--- config.mk ---
export PLATFORM = sky130hd
export DESIGN_NAME = seg_scan_driver
export DESIGN_NICKNAME = d
export VERILOG_FILES = /design/src/rtl/seg_scan_driver.sv
export SDC_FILE = /design/constraint.sdc
export NUM_CORES = 1
export LEC_CHECK = 0
export ABC_AREA = 1
export BUFFER_PORTS_ARGS = -buffer_cell sky130_fd_sc_hd__buf_2
export CAP_MARGIN = 0
export CORE_UTILIZATION = 40
export CTS_BUF_LIST = sky130_fd_sc_hd__clkbuf_4 sky130_fd_sc_hd__clkbuf_8
export DETAILED_ROUTE_END_ITERATION = 12
export HOLD_SLACK_MARGIN = 0.05
export PLACE_DENSITY = 0.58
export SLEW_MARGIN = 10
export SYNTH_ARGS = -nofsm -noshare
export SYNTH_HDL_FRONTEND = slang
export SYNTH_SLANG_ARGS = --single-unit
--- constraint.sdc ---
create_clock -name clk -period 5.7 [get_ports clk]
set_input_delay 0.855 -clock clk [delete_from_list [all_inputs] [get_ports clk]]
set_output_delay 0.855 -clock clk [all_outputs]
set_load 0.01 [all_outputs]
--- src/rtl/seg_scan_driver.sv ---
// Time-multiplexed multi-digit 7-segment driver: double-buffered digit codes,
// leading-zero blanking, per-digit blink and an anode-off guard at each slot start.
module seg_scan_driver #(
  parameter int unsigned DIGITS       = 4,
  parameter int unsigned SCAN_DIV     = 1000,
  parameter int unsigned GUARD        = 2,
  parameter int unsigned BLINK_FRAMES = 128,
  parameter bit          HEX_EN       = 1'b1,
  parameter bit          ACTIVE_LOW   = 1'b0
) (
  input  logic                clk,
  input  logic                rst,
  input  logic                load,
  input  logic [4*DIGITS-1:0] bNums,
  input  logic [DIGITS-1:0]   dp_in,
  input  logic                blank_lz,
  input  logic                blink_en,
  input  logic [DIGITS-1:0]   blink_mask,
  output logic [6:0]          seg,
  output logic                dp,
  output logic [DIGITS-1:0]   an,
  output logic                frame_done
);

  localparam int unsigned SLOT_W = (SCAN_DIV > 1) ? $clog2(SCAN_DIV) : 1;
  localparam int unsigned IDX_W  = (DIGITS > 1) ? $clog2(DIGITS) : 1;
  localparam int unsigned FRM_W  = (BLINK_FRAMES > 1) ? $clog2(BLINK_FRAMES) : 1;
  localparam int unsigned NUM_W  = 4 * DIGITS;

  localparam logic [SLOT_W-1:0] SLOT_LAST = SLOT_W'(SCAN_DIV - 1);
  localparam logic [IDX_W-1:0]  IDX_LAST  = IDX_W'(DIGITS - 1);
  localparam logic [FRM_W-1:0]  FRM_LAST  = FRM_W'(BLINK_FRAMES - 1);

  // Logical abcdefg glyph for one digit code; a is bit 0.
  function automatic logic [6:0] seg_decode(input logic [3:0] code);
    logic [6:0] g;
    g = 7'h00;
    case (code)
      4'h0: g = 7'h3F;
      4'h1: g = 7'h06;
      4'h2: g = 7'h5B;
      4'h3: g = 7'h4F;
      4'h4: g = 7'h66;
      4'h5: g = 7'h6D;
      4'h6: g = 7'h7D;
      4'h7: g = 7'h07;
      4'h8: g = 7'h7F;
      4'h9: g = 7'h6F;
      4'hA: g = HEX_EN ? 7'h77 : 7'h00;
      4'hB: g = HEX_EN ? 7'h7C : 7'h00;
      4'hC: g = HEX_EN ? 7'h39 : 7'h00;
      4'hD: g = HEX_EN ? 7'h5E : 7'h00;
      4'hE: g = HEX_EN ? 7'h79 : 7'h00;
      4'hF: g = HEX_EN ? 7'h71 : 7'h00;
      default: g = 7'h00;
    endcase
    return g;
  endfunction

  logic [SLOT_W-1:0] slot_q, slot_d;
  logic [IDX_W-1:0]  idx_q, idx_d;
  logic [FRM_W-1:0]  frm_q, frm_d;
  logic              phase_q, phase_d;
  logic              pend_q, pend_d;
  logic              fresh_q;
  logic [NUM_W-1:0]  shadow_num_q, shadow_num_d;
  logic [DIGITS-1:0] shadow_dp_q, shadow_dp_d;
  logic [NUM_W-1:0]  act_num_q, act_num_d;
  logic [DIGITS-1:0] act_dp_q, act_dp_d;
  logic [6:0]        seg_q, seg_d;
  logic              dp_q, dp_d;
  logic [DIGITS-1:0] an_q, an_d;
  logic              fdone_q, fdone_d;

  logic              slot_last, wrap, refresh, in_guard, dark;
  logic              all_zero, lz_bit, mask_bit, dp_bit, dp_log;
  logic [3:0]        code;
  logic [6:0]        seg_log;
  logic [DIGITS-1:0] an_log;

  always_comb begin
    slot_last = (slot_q == SLOT_LAST);
    wrap      = slot_last && (idx_q == IDX_LAST);
    slot_d    = slot_last ? '0 : slot_q + SLOT_W'(1);
    idx_d     = idx_q;
    if (slot_last) begin
      idx_d = (idx_q == IDX_LAST) ? '0 : idx_q + IDX_W'(1);
    end

    // Blink phase advances once per BLINK_FRAMES completed frames.
    frm_d   = frm_q;
    phase_d = phase_q;
    if (wrap) begin
      if (frm_q == FRM_LAST) begin
        frm_d   = '0;
        phase_d = ~phase_q;
      end else begin
        frm_d = frm_q + FRM_W'(1);
      end
    end

    // Active buffer only changes on frame wrap, so a frame never mixes old and new data.
    shadow_num_d = shadow_num_q;
    shadow_dp_d  = shadow_dp_q;
    act_num_d    = act_num_q;
    act_dp_d     = act_dp_q;
    pend_d       = pend_q;
    if (load) begin
      shadow_num_d = bNums;
      shadow_dp_d  = dp_in;
    end
    if (wrap) begin
      pend_d = 1'b0;
      if (load) begin
        act_num_d = bNums;
        act_dp_d  = dp_in;
      end else if (pend_q) begin
        act_num_d = shadow_num_q;
        act_dp_d  = shadow_dp_q;
      end
    end else if (load) begin
      pend_d = 1'b1;
    end

    // Walk from the top digit down so all_zero covers every digit j >= i.
    code     = 4'h0;
    dp_bit   = 1'b0;
    mask_bit = 1'b0;
    lz_bit   = 1'b0;
    all_zero = 1'b1;
    for (int i = int'(DIGITS) - 1; i >= 0; i--) begin
      all_zero = all_zero && (act_num_d[4*i +: 4] == 4'h0);
      if (idx_d == IDX_W'(i)) begin
        code     = act_num_d[4*i +: 4];
        dp_bit   = act_dp_d[i];
        mask_bit = blink_mask[i];
        lz_bit   = all_zero && (i != 0);
      end
    end

    dark     = (blank_lz && lz_bit) || (blink_en && !phase_d && mask_bit);
    seg_log  = dark ? 7'h00 : seg_decode(code);
    dp_log   = dp_bit && !dark;
    in_guard = (32'(slot_d) + 32'd1) <= GUARD;
    an_log   = in_guard ? '0 : (DIGITS'(1) << idx_d);

    // Segment data is latched once per slot; the first slot after reset latches on the first edge.
    refresh = fresh_q || (slot_d == '0);
    seg_d   = refresh ? (seg_log ^ {7{ACTIVE_LOW}}) : seg_q;
    dp_d    = refresh ? (dp_log ^ ACTIVE_LOW) : dp_q;
    an_d    = an_log ^ {DIGITS{ACTIVE_LOW}};
    fdone_d = (slot_d == SLOT_LAST) && (idx_d == IDX_LAST);
  end

  always_ff @(posedge clk or posedge rst) begin
    if (rst) begin
      slot_q       <= '0;
      idx_q        <= '0;
      frm_q        <= '0;
      phase_q      <= 1'b1;
      pend_q       <= 1'b0;
      fresh_q      <= 1'b1;
      shadow_num_q <= '0;
      shadow_dp_q  <= '0;
      act_num_q    <= '0;
      act_dp_q     <= '0;
      seg_q        <= {7{ACTIVE_LOW}};
      dp_q         <= ACTIVE_LOW;
      an_q         <= {DIGITS{ACTIVE_LOW}};
      fdone_q      <= 1'b0;
    end else begin
      slot_q       <= slot_d;
      idx_q        <= idx_d;
      frm_q        <= frm_d;
      phase_q      <= phase_d;
      pend_q       <= pend_d;
      fresh_q      <= 1'b0;
      shadow_num_q <= shadow_num_d;
      shadow_dp_q  <= shadow_dp_d;
      act_num_q    <= act_num_d;
      act_dp_q     <= act_dp_d;
      seg_q        <= seg_d;
      dp_q         <= dp_d;
      an_q         <= an_d;
      fdone_q      <= fdone_d;
    end
  end

  assign seg        = seg_q;
  assign dp         = dp_q;
  assign an         = an_q;
  assign frame_done = fdone_q;

endmodule

# Word-level counts from Yosys, hierarchy flattened
# Memories as Yosys holds them, arrays and structs flattened.
# Index checks and enable logic that the tools add are counted.
dict set report totals {
  regBits 75
  romBits 112
  input_bits 29
  elab_cells 79
  memories 1
}
dict set report classes {
  addsub 4
  n_lt_le_gt_ge 1
  eq_ne 7
  shift 1
  mux 32
  bitwise 1
  n_reduce_logical 18
}
# name words word_bits rd rd_ports_with_merged_regs write_ports line_no
set memory_table {}
lappend memory_table {{(name not given)} 16 7 1 0 0 38} ;# case (code)
# operator count
set ops {}
lappend ops {{$mux W16} 3}
lappend ops {{$mux W4} 8}
lappend ops {{$eq A10 B10 Y1 const B} 2}
lappend ops {{$mux W1} 16}
lappend ops {{$mux W7} 2}
lappend ops {{$logic_not A4 Y1} 3}
lappend ops {{$add A10 B1 Y11 const B} 1}
lappend ops {{$le A11 B2 Y1 const B} 1}
lappend ops {{$add A10 B1 Y10 const B} 1}
lappend ops {{$logic_not A10 Y1} 1}
lappend ops {{$mux W10} 1}
lappend ops {{$logic_and A1 B1 Y1} 8}
lappend ops {{$add A7 B1 Y7 const B} 1}
lappend ops {{$eq A7 B7 Y1 const B} 1}
lappend ops {{$eq A2 B2 Y1 const B} 3}
lappend ops {{$mux W2} 2}
lappend ops {{$shl A1 B2 Y4 const A} 1}
lappend ops {{$add A2 B1 Y2 const B} 1}
lappend ops {{$eq A2 B1 Y1 const B} 1}
lappend ops {{$logic_not A1 Y1} 2}
lappend ops {{$logic_not A2 Y1} 1}
lappend ops {{$logic_or A1 B1 Y1} 2}
lappend ops {{$reduce_bool A2 Y1} 1}
lappend ops {{$not A1 Y1} 1}

# Longest topological paths before layout
dict set report logic_depth {
  ltp_word 12
  depth_mapped 19
  mapped_depth_nobuf 18
}

# Worst setup path after synthesis
# No wires, ideal clock.
dict set report synth_path {
  kind {input port to flip-flop}
  start {input port load}
  end {register seg_q[3], in the netlist seg[3]}
  setup_ns 0.117
  arrival_ns 2.346
  path_slack_ns 3.237
  stages 16
  n_path_buf 1
  path_cell_list {clkinv_1 buf_2 nand2_1 nand2_1 nand2_1 nand2_1 nand2_1 nand2_1 nand2_1 nand3_1 nor2_1 ha_1 nand2_1 nand3_1 nand3_1 nand2_1}
}
dict set report synth_between {
  elab_chain_cells 10
  elab_cells_between_ends 19
  classes_between {11 x mux; 7 x reduce/logical; 1 x memory}
}
# item line_no
set synth_lines {}
lappend synth_lines {{from (decl)} 13} ;# input logic load,
lappend synth_lines {{$mux W16 *} 114} ;# if (load) begin
lappend synth_lines {{$mux W16 *} 112} ;# if (wrap) begin
lappend synth_lines {{via act_num_d[12]} 68} ;# logic [NUM_W-1:0] act_num_q, act_num_d;
lappend synth_lines {{branches (longest 7 deep; another with $mem_v2 Z16 W7)} n/a}
lappend synth_lines {{$mux W7 *} 142} ;# seg_log = dark ? 7'h00 : seg_decode(code);
lappend synth_lines {{to (signal assigned)} 167} ;# seg_q <= {7{ACTIVE_LOW}};
lappend synth_lines {{to (signal assigned)} 182} ;# seg_q <= seg_d;
lappend synth_lines {{to (decl)} 70} ;# logic [6:0] seg_q, seg_d;
# Mark *: on every way through the listed nets, which the timed path passes.
# A chain may end at the register's enable or synchronous reset.

# Worst setup path after layout
# Ends and elaborated chain as after synthesis.

==> reports/results.ini <==
[routing]
drt_iter0_drc = 215
drcViolationCount = 0
wl_mm = 10.2
avgRoutedWirePerCell_um = 13.3
vias = 3700
viasPerCell = 4.80
ant_nets = 0
drtPass1Iterations = 5

[grt]
grt_start_max_net_pins = 63
grt_pass1_wl_mm = 17.8
grt_pass1_vias = 3622
grt_antenna_before_repair = 0
grt.total_usage = 0.204
grt_overflow = 0

[synth]
synth-seq-area-share = 0.439
async_flop_share = 1.00
ys_ff_latch = 75
avgSynthCellArea_um2 = 7.32
synth_edf_count = 0
syn_nets = 624
ys_types = 35
netlist_instances = 585
yosysWarningCount = 0
synth_flop_cell = dfrtp_1
synth_area_mm2 = 0.00428

[finish]
drive_gt1_frac = 0.162
fill_cells = 1050
finalInstanceArea_mm2 = 0.00483
area_delta_synth_final_pct = 12.7
diodes = 0
stdcell_count = 771
final_nets = 669

[sta]
post-route-min-period_ns = 3.32
clock.fmax_mhz = 301
holdWs_ns = 0.443
rsz0062_at_grt = no
setup_violations = 0
setup_ws_ns = 2.38
worst_slew_pin_slew_ns = 0.788
hold_viol_final = 0
finalCritPeriodShare = 0.583
maxSlewViolCount = 0
fin_skew_ns = 0.0108
slew_headroom = 0.474
setup_tns_ns = 0

[clock_network]
clk_pin_slew_worst_paths_ns = 0.08
cts_tree = built
post_cts_buffers = 0
cts_sinks = 75
cts.htree.levels = 3
root_buffer = clkbuf_8
cts_buffer_depth = 2
numCtsBuffers = 9
worstSkewPairLatency_ns = 0.36
cts.hold.buffers_added = 0
cts-resized-gates = 0

[worst_setup_path]
arrival_ns = 3.57
end_kind = register
rr_endpoint = seg[3]
crit_type = in2reg
r2r-start = slot_q[0]
cp.required_ns = 5.95
ff2ff_setup_slack_ns = 2.85
start_kind = input pin
critPathMaxFanout = 26
ff2ff_path_depth = 15

[power]
p_leak_uw = 0.00266
power_density_mw_per_mm2 = 217
ir_drop_v = 0.000112

[hold_path]
worstHoldPathType = in2async

[place]
dp.cells = 755
placed_cell_area_mm2 = 0.00462
dp_worst_setup_slack_ns = 2.03
hpwl_mm = 7.50
port_buffers = 41
gp_congestion = 0.925

[die]
initial_core_util = 0.413
dieHeight_um = 105
die-area_mm2 = 0.0111
coreArea_mm2 = 0.0104
ios = 42
die_w_um = 105
rows = 37

[job]
max_cap_viol_count = 0

[outcome]
status = completed

==> flip-flops by register name, indices dropped and copies added, names as in the netlist, 2 cells and up <==
signal,cells
act_dp_q,4
an,4
slot_q,10
seg,7
shadow_num_q,16
idx_q,2
act_num_q,16
frm_q,7
shadow_dp_q,4
==> cells in the final DEF, fill, tap and decap left out, drive strengths merged <==
master	instances
a211oi	1
a21boi	1
a21oi	6
a221oi	1
buf	42
bufinv	1
clkbuf	12
clkinv	4
clkinvlp	1
conb	1
dfrtp	73
dfstp	2
ha	10
inv	65
mux2	1
nand2	268
nand3	56
nand3b	1
nand4	12
nor2	46
nor3	6
nor3b	1
nor4	1
o21a	1
o21ai	17
o21bai	2
xnor2	2
xor2	1
==> cell type report <==
| type | instances | area, um2 | area share |
|---|---|---|---|
| clock buffers | 12 | 153 | 0.0316 |
| clock inverters | 4 | 51.3 | 0.0106 |
| inverters | 67 | 251 | 0.0521 |
| multi-input cells | 435 | 2110 | 0.437 |
| flip-flops and latches | 75 | 1880 | 0.389 |
| well taps | 136 | 170 | 0.0353 |
| repair buffers | 42 | 213 | 0.0441 |
==> layer usage <==
layer	part of all wire	global-route usage	vias to the layer above
met4	0.013	0.0694	0
met5	0	0	-
met1	0.49	0.284	1668
met2	0.44	0.319	92
li1	-	-	1925
met3	0.054	0.0365	15
==> worst max-delay path, cell delays in order <==
cell and delay (ns):
buf_2 0.33, clkinv_1 0.69, nand2_1 0.29, nand2_1 0.07, nand2_1 0.09, nand2_1 0.05, nand3_1 0.08, nand2_1 0.07
nand2_1 0.07, nand3_1 0.10, nor2_2 0.20, ha_1 0.26, inv_1 0.09, nand4_1 0.10, nand3_1 0.08, nand3_1 0.08
nand2_1 0.05
==> synthesized netlist by cell type (3+ instances only) <==
master	n	area share
inv_1	59	0.052
nand2_2	10	0.015
buf_2	7	0.0082
nor2_1	28	0.025
nand2_4	3	0.0079
a21oi_1	6	0.0070
nand2_1	255	0.22
nor2_2	9	0.013
inv_2	5	0.0044
ha_1	10	0.029
nand4_1	11	0.016
nor3_1	6	0.0070
o21ai_0	17	0.020
nand3_1	52	0.061
dfrtp_1	73	0.43
clkinv_1	3	0.0026
nor2_4	7	0.018
==> kinds of logic after synthesis <==
family                   Yosys count  synth area share
AND/OR/NAND/NOR                  391             0.416
flip-flops                        75             0.439
buffers and inverters             75            0.0687
AO/OA/AOI/OAI                     29            0.0377
adder cells (fa/ha/maj)           10            0.0292
XOR/XNOR                           3           0.00614
other                              1          0.000876
multiplexers                       1           0.00263
==> worst max path at each step <==
stage	startpoint	cells past startpoint	end
4_1_cts	load	17	seg[3]
5_1_grt	load	17	seg[3]
3_3_place_gp	load	17	seg[3]
6_report	load	17	seg[3]
3_5_place_dp	load	17	seg[3]
2_1_floorplan	rst	1	act_dp_q[0]
==> power by group <==
part	internal, uW	leakage (uW)	switching, uW
Clock	225	0.000104	207
Combinational	20.9	0.00164	42.0
Sequential	546	0.000918	5.23
Total	792	0.00266	254
==> per-stage QoR <==
step            util  total power, uW
2_1_floorplan      -              601
3_3_place_gp   0.446              624
3_5_place_dp   0.446              626
4_1_cts        0.465             1060
5_1_grt        0.465             1090
6_report       0.465             1050
Power figures use the tool's default switching activity.
